**src/rtl/nmr_phase_pkg.sv**
```systemverilog
// Shared phase codes, FSM state type and phase-code validity helper
// for the NMR phase-cycling sequencer and its phase decoder.
package nmr_phase_pkg;

  localparam logic [4:0] PH_0   = 5'd0;
  localparam logic [4:0] PH_90  = 5'd9;
  localparam logic [4:0] PH_180 = 5'd18;
  localparam logic [4:0] PH_270 = 5'd27;

  typedef enum logic {
    IDLE,
    ACTIVE
  } state_t;

  function automatic logic is_valid_phase(
    input logic [4:0] p
  );
    return (p == PH_0)   || (p == PH_90) ||
           (p == PH_180) || (p == PH_270);
  endfunction

endpackage

```
**src/rtl/phase_cycle_sequencer_if.sv**
```systemverilog
// Host/controller <-> sequencer bundle: run/scan handshake, table
// config port, error clear, and the phase outputs toward the DAC.
interface phase_cycle_sequencer_if #(
  parameter int N_PULSES = 2,
  parameter int N_STEPS  = 4,
  parameter int STEP_W   = (N_STEPS > 1) ? $clog2(N_STEPS) : 1
);

  logic                  run;
  logic                  cfg_we;
  logic [STEP_W-1:0]     cfg_addr;
  logic [5*N_PULSES-1:0] cfg_data;
  logic [STEP_W:0]       cfg_n_steps;
  logic                  scan_start;
  logic                  scan_done;
  logic                  clear_err;
  logic [5*N_PULSES-1:0] phase_decimal;
  logic [2*N_PULSES-1:0] phase_binary;
  logic                  phase_valid;
  logic [STEP_W-1:0]     step_idx;
  logic                  cycle_done;
  logic                  cfg_err;
  logic                  overrun;

  modport master (
    output run, cfg_we, cfg_addr, cfg_data,
    output cfg_n_steps, scan_start, scan_done,
    output clear_err,
    input  phase_decimal, phase_binary,
    input  phase_valid, step_idx, cycle_done,
    input  cfg_err, overrun
  );

  modport slave (
    input  run, cfg_we, cfg_addr, cfg_data,
    input  cfg_n_steps, scan_start, scan_done,
    input  clear_err,
    output phase_decimal, phase_binary,
    output phase_valid, step_idx, cycle_done,
    output cfg_err, overrun
  );

endinterface

```
**src/rtl/phase_decoder.sv**
```systemverilog
// Maps decimal phase codes (0/9/18/27) to 2-bit Gray DAC selects.
// Ports: phase_decimal_i (5 bits/pulse), phase_binary_o (2 bits/pulse).
module phase_decoder
  import nmr_phase_pkg::*;
#(
  parameter int N_phases = 2
) (
  input  logic [5*N_phases-1:0] phase_decimal_i,
  output logic [2*N_phases-1:0] phase_binary_o
);

  always_comb begin
    phase_binary_o = '1;
    for (int i = 0; i < N_phases; i++) begin
      case (phase_decimal_i[5*i +: 5])
        PH_0:    phase_binary_o[2*i +: 2] = 2'b11;
        PH_90:   phase_binary_o[2*i +: 2] = 2'b10;
        PH_180:  phase_binary_o[2*i +: 2] = 2'b00;
        PH_270:  phase_binary_o[2*i +: 2] = 2'b01;
        default: phase_binary_o[2*i +: 2] = 2'b11;
      endcase
    end
  end

endmodule

```
**src/rtl/phase_table.sv**
```systemverilog
// Phase-cycle table: N_STEPS entries, one write port, comb read port.
// Ports: clk, rst, we_i/waddr_i/wdata_i, raddr_i, rdata_o.
module phase_table #(
  parameter int N_STEPS = 4,
  parameter int W       = 10,
  parameter int AW      = 2
) (
  input  logic          clk,
  input  logic          rst,
  input  logic          we_i,
  input  logic [AW-1:0] waddr_i,
  input  logic [W-1:0]  wdata_i,
  input  logic [AW-1:0] raddr_i,
  output logic [W-1:0]  rdata_o
);

  logic [W-1:0] mem_q [N_STEPS];

  always_ff @(posedge clk) begin
    if (rst) begin
      for (int i = 0; i < N_STEPS; i++)
        mem_q[i] <= '0;
    end else if (we_i) begin
      mem_q[waddr_i] <= wdata_i;
    end
  end

  assign rdata_o = mem_q[raddr_i];

endmodule

```
**src/rtl/phase_cycle_sequencer.sv**
```systemverilog
// Steps the phase-cycling table once per scan and holds phases.
// Ports: clk, rst, bus (slave: run/scan/cfg in, phases/flags out).
module phase_cycle_sequencer
  import nmr_phase_pkg::*;
#(
  parameter int N_PULSES = 2,
  parameter int N_STEPS  = 4,
  parameter int STEP_W   = (N_STEPS > 1) ? $clog2(N_STEPS) : 1
) (
  input logic clk,
  input logic rst,
  phase_cycle_sequencer_if.slave bus
);

  localparam int W = 5 * N_PULSES;
  localparam logic [STEP_W:0] NMAX = (STEP_W+1)'(N_STEPS);

  state_t            state_q, state_d;
  logic [W-1:0]      dec_q, dec_d;
  logic              valid_q, valid_d;
  logic [STEP_W-1:0] step_q, step_d;
  logic              cyc_q, cyc_d;
  logic              err_q, err_d;
  logic              ovr_q, ovr_d;

  logic              data_ok;
  logic              addr_ok;
  logic              tbl_we;
  logic              err_ev;
  logic              ovr_ev;
  logic [W-1:0]      rd_data;
  logic [STEP_W:0]   eff_n;
  logic [STEP_W:0]   nxt;

  phase_table #(
    .N_STEPS (N_STEPS),
    .W       (W),
    .AW      (STEP_W)
  ) u_tbl (
    .clk     (clk),
    .rst     (rst),
    .we_i    (tbl_we),
    .waddr_i (bus.cfg_addr),
    .wdata_i (bus.cfg_data),
    .raddr_i (step_q),
    .rdata_o (rd_data)
  );

  phase_decoder #(
    .N_phases (N_PULSES)
  ) u_dec (
    .phase_decimal_i (dec_q),
    .phase_binary_o  (bus.phase_binary)
  );

  always_comb begin
    data_ok = 1'b1;
    for (int i = 0; i < N_PULSES; i++)
      if (!is_valid_phase(bus.cfg_data[5*i +: 5]))
        data_ok = 1'b0;
  end

  assign addr_ok = {1'b0, bus.cfg_addr} < NMAX;
  assign tbl_we  = bus.cfg_we && (state_q == IDLE)
                && addr_ok && data_ok;
  assign err_ev  = bus.cfg_we && !tbl_we;

  // Cycle length is re-sampled at every advance; zero means one step.
  always_comb begin
    if (bus.cfg_n_steps == '0)
      eff_n = (STEP_W+1)'(1);
    else if (bus.cfg_n_steps > NMAX)
      eff_n = NMAX;
    else
      eff_n = bus.cfg_n_steps;
    nxt = {1'b0, step_q} + (STEP_W+1)'(1);
  end

  always_comb begin
    state_d = state_q;
    dec_d   = dec_q;
    valid_d = valid_q;
    step_d  = step_q;
    cyc_d   = 1'b0;
    ovr_ev  = 1'b0;
    if (!bus.run) begin
      state_d = IDLE;
      valid_d = 1'b0;
      step_d  = '0;
    end else begin
      case (state_q)
        IDLE: begin
          if (bus.scan_start) begin
            dec_d   = rd_data;
            valid_d = 1'b1;
            state_d = ACTIVE;
          end
        end
        ACTIVE: begin
          ovr_ev = bus.scan_start;
          if (bus.scan_done) begin
            valid_d = 1'b0;
            state_d = IDLE;
            if (nxt >= eff_n) begin
              step_d = '0;
              cyc_d  = 1'b1;
            end else begin
              step_d = nxt[STEP_W-1:0];
            end
          end
        end
        default: state_d = IDLE;
      endcase
    end
    err_d = err_ev | (err_q & ~bus.clear_err);
    ovr_d = ovr_ev | (ovr_q & ~bus.clear_err);
  end

  always_ff @(posedge clk) begin
    if (rst) begin
      state_q <= IDLE;
      dec_q   <= '0;
      valid_q <= 1'b0;
      step_q  <= '0;
      cyc_q   <= 1'b0;
      err_q   <= 1'b0;
      ovr_q   <= 1'b0;
    end else begin
      state_q <= state_d;
      dec_q   <= dec_d;
      valid_q <= valid_d;
      step_q  <= step_d;
      cyc_q   <= cyc_d;
      err_q   <= err_d;
      ovr_q   <= ovr_d;
    end
  end

  assign bus.phase_decimal = dec_q;
  assign bus.phase_valid   = valid_q;
  assign bus.step_idx      = step_q;
  assign bus.cycle_done    = cyc_q;
  assign bus.cfg_err       = err_q;
  assign bus.overrun       = ovr_q;

endmodule

```
**src/flat_wrapper.sv**
```systemverilog
// flat-port wrapper written by rule: the top's interface ports become plain ports
module phase_cycle_sequencer_flat import nmr_phase_pkg::*;
#(
  parameter int N_PULSES = 2,
  parameter int N_STEPS  = 4,
  parameter int STEP_W   = (N_STEPS > 1) ? $clog2(N_STEPS) : 1
)
  (clk, rst, bus_run, bus_cfg_we, bus_cfg_addr, bus_cfg_data, bus_cfg_n_steps, bus_scan_start, bus_scan_done, bus_clear_err, bus_phase_decimal, bus_phase_binary, bus_phase_valid, bus_step_idx, bus_cycle_done, bus_cfg_err, bus_overrun);
  phase_cycle_sequencer_if #(.N_PULSES(N_PULSES), .N_STEPS(N_STEPS), .STEP_W(STEP_W)) bus_i ();
  input logic clk;
  input logic rst;
  input wire logic [$bits(bus_i.run)-1:0] bus_run;
  input wire logic [$bits(bus_i.cfg_we)-1:0] bus_cfg_we;
  input wire logic [$bits(bus_i.cfg_addr)-1:0] bus_cfg_addr;
  input wire logic [$bits(bus_i.cfg_data)-1:0] bus_cfg_data;
  input wire logic [$bits(bus_i.cfg_n_steps)-1:0] bus_cfg_n_steps;
  input wire logic [$bits(bus_i.scan_start)-1:0] bus_scan_start;
  input wire logic [$bits(bus_i.scan_done)-1:0] bus_scan_done;
  input wire logic [$bits(bus_i.clear_err)-1:0] bus_clear_err;
  output wire logic [$bits(bus_i.phase_decimal)-1:0] bus_phase_decimal;
  output wire logic [$bits(bus_i.phase_binary)-1:0] bus_phase_binary;
  output wire logic [$bits(bus_i.phase_valid)-1:0] bus_phase_valid;
  output wire logic [$bits(bus_i.step_idx)-1:0] bus_step_idx;
  output wire logic [$bits(bus_i.cycle_done)-1:0] bus_cycle_done;
  output wire logic [$bits(bus_i.cfg_err)-1:0] bus_cfg_err;
  output wire logic [$bits(bus_i.overrun)-1:0] bus_overrun;
  assign bus_i.run = bus_run;
  assign bus_i.cfg_we = bus_cfg_we;
  assign bus_i.cfg_addr = bus_cfg_addr;
  assign bus_i.cfg_data = bus_cfg_data;
  assign bus_i.cfg_n_steps = bus_cfg_n_steps;
  assign bus_i.scan_start = bus_scan_start;
  assign bus_i.scan_done = bus_scan_done;
  assign bus_i.clear_err = bus_clear_err;
  assign bus_phase_decimal = bus_i.phase_decimal;
  assign bus_phase_binary = bus_i.phase_binary;
  assign bus_phase_valid = bus_i.phase_valid;
  assign bus_step_idx = bus_i.step_idx;
  assign bus_cycle_done = bus_i.cycle_done;
  assign bus_cfg_err = bus_i.cfg_err;
  assign bus_overrun = bus_i.overrun;
  phase_cycle_sequencer #(.N_PULSES(N_PULSES), .N_STEPS(N_STEPS), .STEP_W(STEP_W)) u_core (.clk(clk), .rst(rst), .bus(bus_i));
endmodule
```
**config.mk**
```make
export PLATFORM = sky130hd
export DESIGN_NAME = phase_cycle_sequencer_flat
export DESIGN_NICKNAME = d
export VERILOG_FILES = /design/src/rtl/nmr_phase_pkg.sv /design/src/rtl/phase_cycle_sequencer_if.sv /design/src/rtl/phase_decoder.sv /design/src/rtl/phase_table.sv /design/src/rtl/phase_cycle_sequencer.sv /design/src/flat_wrapper.sv
export SDC_FILE = /design/constraint.sdc
export NUM_CORES = 1
export LEC_CHECK = 0
export BUFFER_PORTS_ARGS = -buffer_cell sky130_fd_sc_hd__clkbuf_2
export CORE_MARGIN = 2
export CORE_UTILIZATION = 35
export CTS_CLUSTER_SIZE = 16
export DETAILED_ROUTE_END_ITERATION = 16
export GPL_TIMING_DRIVEN = 1
export HOLD_SLACK_MARGIN = 0.02
export MAX_ROUTING_LAYER = met4
export PLACE_DENSITY = 0.52
export SLEW_MARGIN = 10
export SYNTH_ARGS = -nofsm -noshare
export SYNTH_HDL_FRONTEND = slang
export SYNTH_SLANG_ARGS = --single-unit
```
**constraint.sdc**
```tcl
create_clock -name clk -period 2 [get_ports clk]
set_clock_uncertainty 0.15 [all_clocks]
set_input_delay 0.2 -clock clk [delete_from_list [all_inputs] [get_ports clk]]
set_output_delay 0.2 -clock clk [all_outputs]
set_load 0.1 [all_outputs]
```
* Word-level counts from Yosys, hierarchy flattened *
Memory sizes are Yosys's and may differ from the RTL's. A register that Yosys moved wholly into a read port is not among the register bits.
Cells that the tools add are included.

cells by class
  magnitude comparators = 2
  equality and inequality tests = 14
  multipliers = 0
  bitwise gates (word level) = 8
  muxes and demuxes = 24
  add/sub/neg operators = 1
  shifts and indexed selects = 0
  divide/modulo/power cells = 0
  reductions and logical operators = 19

operators by type and width
  cell                   count
  $eq A5 B5 Y1 const B   8
  $eq A5 B4 Y1 const B   4
  $mux W1                15
  $pmux W2 S3            2
  $logic_not A5 Y1       2
  $mux W10               1
  $reduce_or A10 Y1      1
  $logic_or A1 B1 Y1     6
  $mux W3                2
  $mux W2                2
  $ne A2 B2 Y1 const B   2
  $not A1 Y1             4
  $pmux W1 S2            2
  $reduce_and A2 Y1      2
  $reduce_or A4 Y1       1
  $add A2 B1 Y3 const B  1
  $ge A3 B3 Y1           1
  $gt A3 B3 Y1 const B   1
  $logic_and A1 B1 Y1    3
  $logic_not A3 Y1       1
  $reduce_and A3 Y1      1
  $and A1 B1 Y1          2
  $or A1 B1 Y1           2
  $reduce_or A2 Y1       1
  $logic_not A1 Y1       1

storage, ports and cells
  ROM bits = 0
  latch bits = 0
  RAM bits = 40
  register bits = 7
  memories kept = 1
  logic and storage cells = 75

memories
  memory              words  bits a word  rd ports  clocked after Yosys merged registers in  wr ports  line               source
  u_core.u_tbl.mem_q  4      10           1         1                                        4         phase_table.sv:17  logic [W-1:0] mem_q [N_STEPS];

* Depth between registers and ports, before layout *
Gate-level depths: netlist of run 1.

  word-level depth = 12
  gate-level depth with buffers = 7
  gate-level depth less buffers = 7

* Hierarchy *
A second synthesis of run 1 with hierarchy kept.

second synthesis, totals
  cells, all modules = 204
  area, all modules = 2662.6 um2

by module, submodules not included
  module                 seq. area each (um2)  cells an instance  times used  area each (um2)
  phase_table            1201.2                102                1           1798.0
  phase_cycle_sequencer  340.3                 92                 1           757.0
  phase_decoder          0.0                   10                 1           107.6

* Worst setup path after synthesis of run 1 *
No wires, ideal clock.

  path type = reg-to-output
  from = register u_core.dec_q[0] (netlist: u_core.bus.phase_decimal[0]) (read register of u_core.u_tbl.mem_q)
  to = output bus_phase_binary[0]
  arrival = 2.575 ns
  data required time = 1.650 ns
  stages on the path, launching flop included = 3
  setup slack = -0.925 ns
  path buffers = 0
  path through = dfxtp_1 nor3_1 o21bai_1

on the way
  longest elaborated chain between the ends = 2

ends and longest elaborated chain
  item                                                 line                         source
  start: declaration                                   phase_cycle_sequencer.sv:19  logic [W-1:0] dec_q, dec_d;
  $eq A5 B5 Y1 / $eq A5 B4 Y1 (equally long branches)  phase_decoder.sv:15          case (phase_decimal_i[5*i +: 5])
  $pmux W2 S3 (*)                                      phase_decoder.sv:15
  end: declaration                                     flat_wrapper.sv:21           output wire logic [$bits(bus_i.phase_binary)-1:0] bus_phase_binary;

Mark *: on every way between the ends. The rest lies on a longest branch, timed or not.

* Worst setup path in the final report of run 1 *
  from = register u_core.dec_q[5] (netlist: u_core.bus.phase_decimal[5]) (read register of u_core.u_tbl.mem_q)
  to = output bus_phase_binary[3]

Same word-level chain as after synthesis.

==> results.sh, run 1 <==
export IMPL_outcome="finished clean"
export IMPL_synth_top_family_by_area="simple AND/OR/NAND/NOR gates"
export IMPL_synth_compound_area_share=0.0748
export IMPL_numCtsBuffers=9
export IMPL_place_area_sq_um=2930
export IMPL_die_w_microns=88.4
export IMPL_grt_ovfl_total=0
export IMPL_h_tree_depth=3
export IMPL_crit_end="bus_phase_binary[3]"
export IMPL_start_kind="flop"
export IMPL_dr_pass1_iters=4
export IMPL_cp_end_kind="output port"
export IMPL_yosysUniqueCellTypes=32
export IMPL_cts_sinks=57
export IMPL_fin_nets=278
export IMPL_design_core_area_sq_um=6830
export IMPL_regToRegStartpoint="u_core.bus.step_idx[0]$_SDFFE_PP0P_"
export IMPL_portBuffers=41
export IMPL_worstSkewPairLatency_ps=330
export IMPL_die_h_microns=88.4
export IMPL_placementRows=30
export IMPL_path_class="reg2out"
export IMPL_vias=1619
export IMPL_finalHoldViolations=0
export IMPL_cp_required_ps=1650
export IMPL_grt_usage=0.144
export IMPL_finalCritPeriodShare=0.947
export IMPL_synth_mux_area_frac=0.0904
export IMPL_hpwlAfterDp_microns=3560
export IMPL_r2r_end="u_core.bus.step_idx[1]$_SDFFE_PP0P_"
export IMPL_setup_viol=0
export IMPL_netlist_area_sq_um=2490
export IMPL_area_growth_pct=27.7
export IMPL_drive_gt1_frac=0.370
export IMPL_cts_tree="built"
export IMPL_ys_flop_type="edfxtp_1"
export IMPL_slew_viol_final=0
export IMPL_synth_simple_area_share=0.156
export IMPL_ff2ff_path_depth=6
export IMPL_grt_setup_unrepaired="no"
export IMPL_p_leak_nw=1.27
export IMPL_synth_area_top_cells="edfxtp_1 48%, dfxtp_1 14%, mux4_2 9.0%, nor2_1 5.7%, a22o_1 3.5%"
export IMPL_fin_util=0.466
export IMPL_async_reset_ff_frac=0
export IMPL_fin_area_sq_um=3180
export IMPL_synth_edf_count=40
export IMPL_vdd_drop_max_mv=0.311
export IMPL_dpl_cell_count=336
export IMPL_worst_endpoint_arrival_ps=1540
export IMPL_yosysWarnings=0
export IMPL_path_clk_slew_ps=60
export IMPL_grt_pass1_vias=1499
export IMPL_total_power_mw=2.77
export IMPL_synthTopCellsByCount="40 x edfxtp_1, 38 x nor2_1, 17 x dfxtp_1"
export IMPL_start_util=0.365
export IMPL_max_slew_margin=0.507
export IMPL_dpl_worst_slack_ps=144
export IMPL_timing_final_ws_setup_ps=106
export IMPL_hold_slack_ps=28.3
export IMPL_drc=0
export IMPL_fillerInstances=647
export IMPL_antenna_cells=0
export IMPL_die_area_sq_um=7810
export IMPL_grt_pass1_wl_microns=7740
export IMPL_root_buffer="clkbuf_8"
export IMPL_routed_wirelength_microns=4950
export IMPL_syn_inst=187
export IMPL_antenna_found_initial=0
export IMPL_period_minus_slack_ps=1890
export IMPL_ys_seq_area_frac=0.618
export IMPL_synth_xor_area_frac=0.0211
export IMPL_synth_top_area_share=0.482
export IMPL_grt_max_degree=16
export IMPL_hp_class="in2reg"
export IMPL_synth_most_common_cell="edfxtp_1"
export IMPL_r2r_setup_slack_ps=280
export IMPL_final_antenna_net_count=0
export IMPL_max_cap_violations=0
export IMPL_fmax_ghz=0.528
export IMPL_power_density_nw_per_um2=872
export IMPL_ctsLongestPathBuffers=2
export IMPL_wire_per_inst_microns=14.0
export IMPL_layout_cells_non_filler=353
export IMPL_yosys_area_top_type="edfxtp_1"
export IMPL_io_pins=42
export IMPL_place_congestion=0.741
export IMPL_drt_initial_drc_count=98
export IMPL_synth_adder_area_share=0.0201
export IMPL_worst_pin_slew_ps=737
export IMPL_cp_max_fo=5
export IMPL_synth_seq_cells=57
export IMPL_worstSetupStartpoint="u_core.bus.phase_decimal[5]$_SDFFE_PP0P_"
export IMPL_fin_setup_tns_ps=0
export IMPL_syn_avg_cell_area_sq_um=13.3
export IMPL_vias_per_cell=4.59
-- flip-flops by register name, indices dropped and copies added (netlist names) --
signal and flops:
u_core.u_tbl.mem_q 40, u_core.bus.phase_decimal 10, u_core.bus.step_idx 2, u_core.bus.cfg_err 1, u_core.bus.cycle_done 1, u_core.bus.overrun 1
u_core.bus.phase_valid 1, u_core.state_q 1
-- per-layer routing --
layer | routed length (microns) | part of all wire | global-route usage
met1 | 2490 | 0.50 | 0.200
met2 | 2170 | 0.44 | 0.191
met3 | 214 | 0.043 | 0.0336
met4 | 79 | 0.016 | 0.0868
met5 | 0 | 0 | -
-- final cells by class --
cell class                      count  area [sq um]  share of cell area
Sequential cell                    57          1560               0.489
Multi-Input combinational cell    127           971               0.305
Timing Repair Buffer               52           293              0.0920
Clock buffer                       13           159              0.0499
Tap cell                           96           120              0.0378
Clock inverter                      3          63.8              0.0201
Inverter                            5          18.8             0.00590
-- worst max-delay path: stages, from the launching register on --
cell and delay [ps]:
dfxtp_2 340, xor2_1 150, or3_2 440, clkbuf_4 290
-- cells in the final DEF (no fill, tap or decap), types with 2 or more instances in the layout --
cell type  count
xor2_1         5
bufinv_16      2
a21oi_1        6
buf_2          2
dfxtp_1        7
or3_2          2
conb_1         8
o21bai_4       2
nand2b_1      13
nor3_1         3
nand2_1        9
clkbuf_1       2
dfxtp_2        9
clkbuf_2      38
nor2_1        38
a22o_1        10
buf_4         10
inv_1          5
nor4bb_2       2
nor2b_1        2
edfxtp_1      40
clkbuf_8      11
mux4_2        10
ha_1           4
nand4b_2       2
-- power by group --
part           switching, mW  internal (mW)
sequential            0.0227           1.31
combinational          0.175         0.0772
clock                  0.425          0.767
-- worst min-delay path by stage --
stage,to,slack [ps],start,depth (start not counted)
floorplan,u_core.bus.step_idx[1]$_SDFFE_PP0P_,210,bus_scan_done,2
global placement,u_core.bus.overrun$_SDFF_PP0_,330,u_core.bus.overrun$_SDFF_PP0_,2
detailed placement,u_core.bus.phase_valid$_SDFFE_PP0P_,330,u_core.bus.phase_valid$_SDFFE_PP0P_,2
CTS,u_core.bus.cfg_err$_SDFF_PP0_,20,bus_cfg_we,3
global route,u_core.bus.cfg_err$_SDFF_PP0_,50,bus_cfg_we,3
finish,u_core.bus.cfg_err$_SDFF_PP0_,30,bus_cfg_we,3
-- what timing repair did --
action | in CTS | in global routing
setup buffers | 0 | 0
endpoints found under the hold margin | 1 | 0
gates resized for setup | 3 | 2
setup endpoints to repair | 3 | 2
hold buffers | 1 | 0
-- cell families after synthesis --
logic type,count (synthesis)
other cells,1
flops,57
fa+ha+maj,4
simple gates,75
xor+xnor,6
buf+inv,10
mux,10
compound gates,24
(Power assumes the default switching activity.)
==> run 2, diff against run 1 <==
Settings changed: CORE_UTILIZATION 35 to 30, PLACE_DENSITY 0.52 to 0.46.
==> results.sh, run 2 (synthesis gave the netlist of run 1 again) <==
export IMPL_hp_class="in2reg"
export IMPL_grt_setup_unrepaired="no"
export IMPL_numCtsBuffers=9
export IMPL_start_kind="flop"
export IMPL_path_class="reg2out"
export IMPL_cts_tree="built"
export IMPL_cp_top_family="simple AND/OR/NAND/NOR gates"
export IMPL_dr_pass1_iters=4
export IMPL_ctsLongestPathBuffers=2
export IMPL_antenna_cells=0
export IMPL_cp_required_ps=1650
export IMPL_max_cap_violations=0
export IMPL_cts_sinks=57
export IMPL_largest_reg_flops=40
export IMPL_hold_slack_ps=44.9
export IMPL_routed_wirelength_microns=5270
export IMPL_design_core_area_sq_um=8130
export IMPL_r2r_setup_slack_ps=250
export IMPL_h_tree_depth=3
export IMPL_post_cts_buffers=0
export IMPL_root_buffer="clkbuf_8"
export IMPL_period_minus_slack_ps=1910
export IMPL_total_power_mw=2.59
export IMPL_grt_pass1_wl_microns=8380
export IMPL_crit_end="bus_phase_binary[3]"
export IMPL_cp_end_kind="output port"
export IMPL_p_leak_nw=1.26
export IMPL_path_depth=3
export IMPL_drive_gt1_frac=0.371
export IMPL_die_area_sq_um=9050
export IMPL_slew_viol_final=0
export IMPL_vias=1642
export IMPL_path_buf_inv=1
export IMPL_die_w_microns=95.2
export IMPL_final_common_cell="edfxtp_1"
export IMPL_portBuffers=41
export IMPL_worstSkewPairLatency_ps=330
export IMPL_ff2ff_path_depth=6
export IMPL_worst_pin_slew_ps=742
export IMPL_placementRows=33
export IMPL_io_pins=42
export IMPL_outcome="finished clean"
export IMPL_place_area_sq_um=2950
export IMPL_place_congestion=0.724
export IMPL_worst_endpoint_arrival_ps=1560
export IMPL_drt_initial_drc_count=44
export IMPL_fin_nets=280
export IMPL_fin_area_sq_um=3170
export IMPL_r2r_end="u_core.bus.step_idx[1]$_SDFFE_PP0P_"
export IMPL_grt_usage=0.136
export IMPL_regToRegStartpoint="u_core.bus.step_idx[0]$_SDFFE_PP0P_"
export IMPL_finalCritPeriodShare=0.957
export IMPL_die_h_microns=95.2
export IMPL_wire_per_inst_microns=14.5
export IMPL_top_register="u_core.u_tbl.mem_q"
export IMPL_setup_viol=0
export IMPL_path_clk_slew_ps=60
export IMPL_finalHoldViolations=0
export IMPL_vdd_drop_max_mv=0.253
export IMPL_start_util=0.306
export IMPL_power_density_nw_per_um2=817
export IMPL_area_growth_pct=27.1
export IMPL_fin_setup_tns_ps=0
export IMPL_drc=0
export IMPL_cp_max_fo=5
export IMPL_grt_max_degree=16
export IMPL_path_cells="xor2_1 -> or3_2 -> clkbuf_4"
export IMPL_max_slew_margin=0.504
export IMPL_cpPeakStageDelay_ps=440
export IMPL_min_delay_start="bus_run"
export IMPL_vias_per_cell=4.51
export IMPL_antenna_found_initial=0
export IMPL_grt_ovfl_total=0
export IMPL_layout_common_cells="40 x edfxtp_1, 38 x nor2_1, 37 x clkbuf_2"
export IMPL_worstSetupStartpoint="u_core.bus.phase_decimal[5]$_SDFFE_PP0P_"
export IMPL_final_antenna_net_count=0
export IMPL_grt_pass1_vias=1562
export IMPL_critPathSlowestCell="or3_2"
export IMPL_hpwlAfterDp_microns=3820
export IMPL_fmax_ghz=0.523
==> run 2: how the worst min path moves through the flow <==
stage                     depth (start not counted)                                        to  slack (ps)
after detailed placement                          1  u_core.bus.phase_decimal[4]$_SDFFE_PP0P_         330
after global routing                              4             u_core.bus.cfg_err$_SDFF_PP0_          80
after floorplan                                   2       u_core.bus.step_idx[1]$_SDFFE_PP0P_         210
after CTS                                         3             u_core.bus.overrun$_SDFF_PP0_          30
after global placement                            2       u_core.bus.phase_valid$_SDFFE_PP0P_         330
final                                             3             u_core.bus.overrun$_SDFF_PP0_          40
==> run 2: cell type report <==
class,instances,area (sq um)
multi-input combinational,127,971
inverter,5,18.8
tap,105,131
sequential,57,1560
fill,793,4970
clock buffer,12,135
clock inverter,4,45.0
timing repair buffer,54,310
==> run 2: worst min-delay path, stage by stage <==
cell      delay, ps
clkbuf_2        120
a32oi_1          90
nor2_1           80
==> run 2: what timing repair did <==
action	4_1_cts	5_1_grt
hold buffers	2	0
resized for setup	3	3
endpoints found under the hold margin	2	0
setup endpoints to repair	3	3
==> run 2: power by group <==
part / switching [mW] / internal, mW / total, mW / leakage, nW
Combinational: 0.177 / 0.0787 / 0.256 / 0.617
Clock: 0.430 / 0.570 / 1.00 / 0.0941
Sequential: 0.0234 / 1.31 / 1.33 / 0.545
Total: 0.631 / 1.96 / 2.59 / 1.26
==> run 2: per-stage QoR <==
| step | worst slack, ps | instances | util |
|---|---|---|---|
| global route | 26.3 | 364 | 0.389 |
| finish | 86.6 | 364 | 0.389 |
| CTS | 26.2 | 364 | 0.389 |
| detailed placement | 161 | 346 | 0.363 |
| global placement | 183 | 346 | 0.363 |
| floorplan | 14.7 | 194 | - |
==> run 2: metal layers <==
metal	share of wire	vias to the layer above	GRT usage
met2	0.46	35	0.190
met4	0.015	0	0.0870
met1	0.49	778	0.178
met5	0	-	-
li1	-	823	-
met3	0.032	6	0.0316
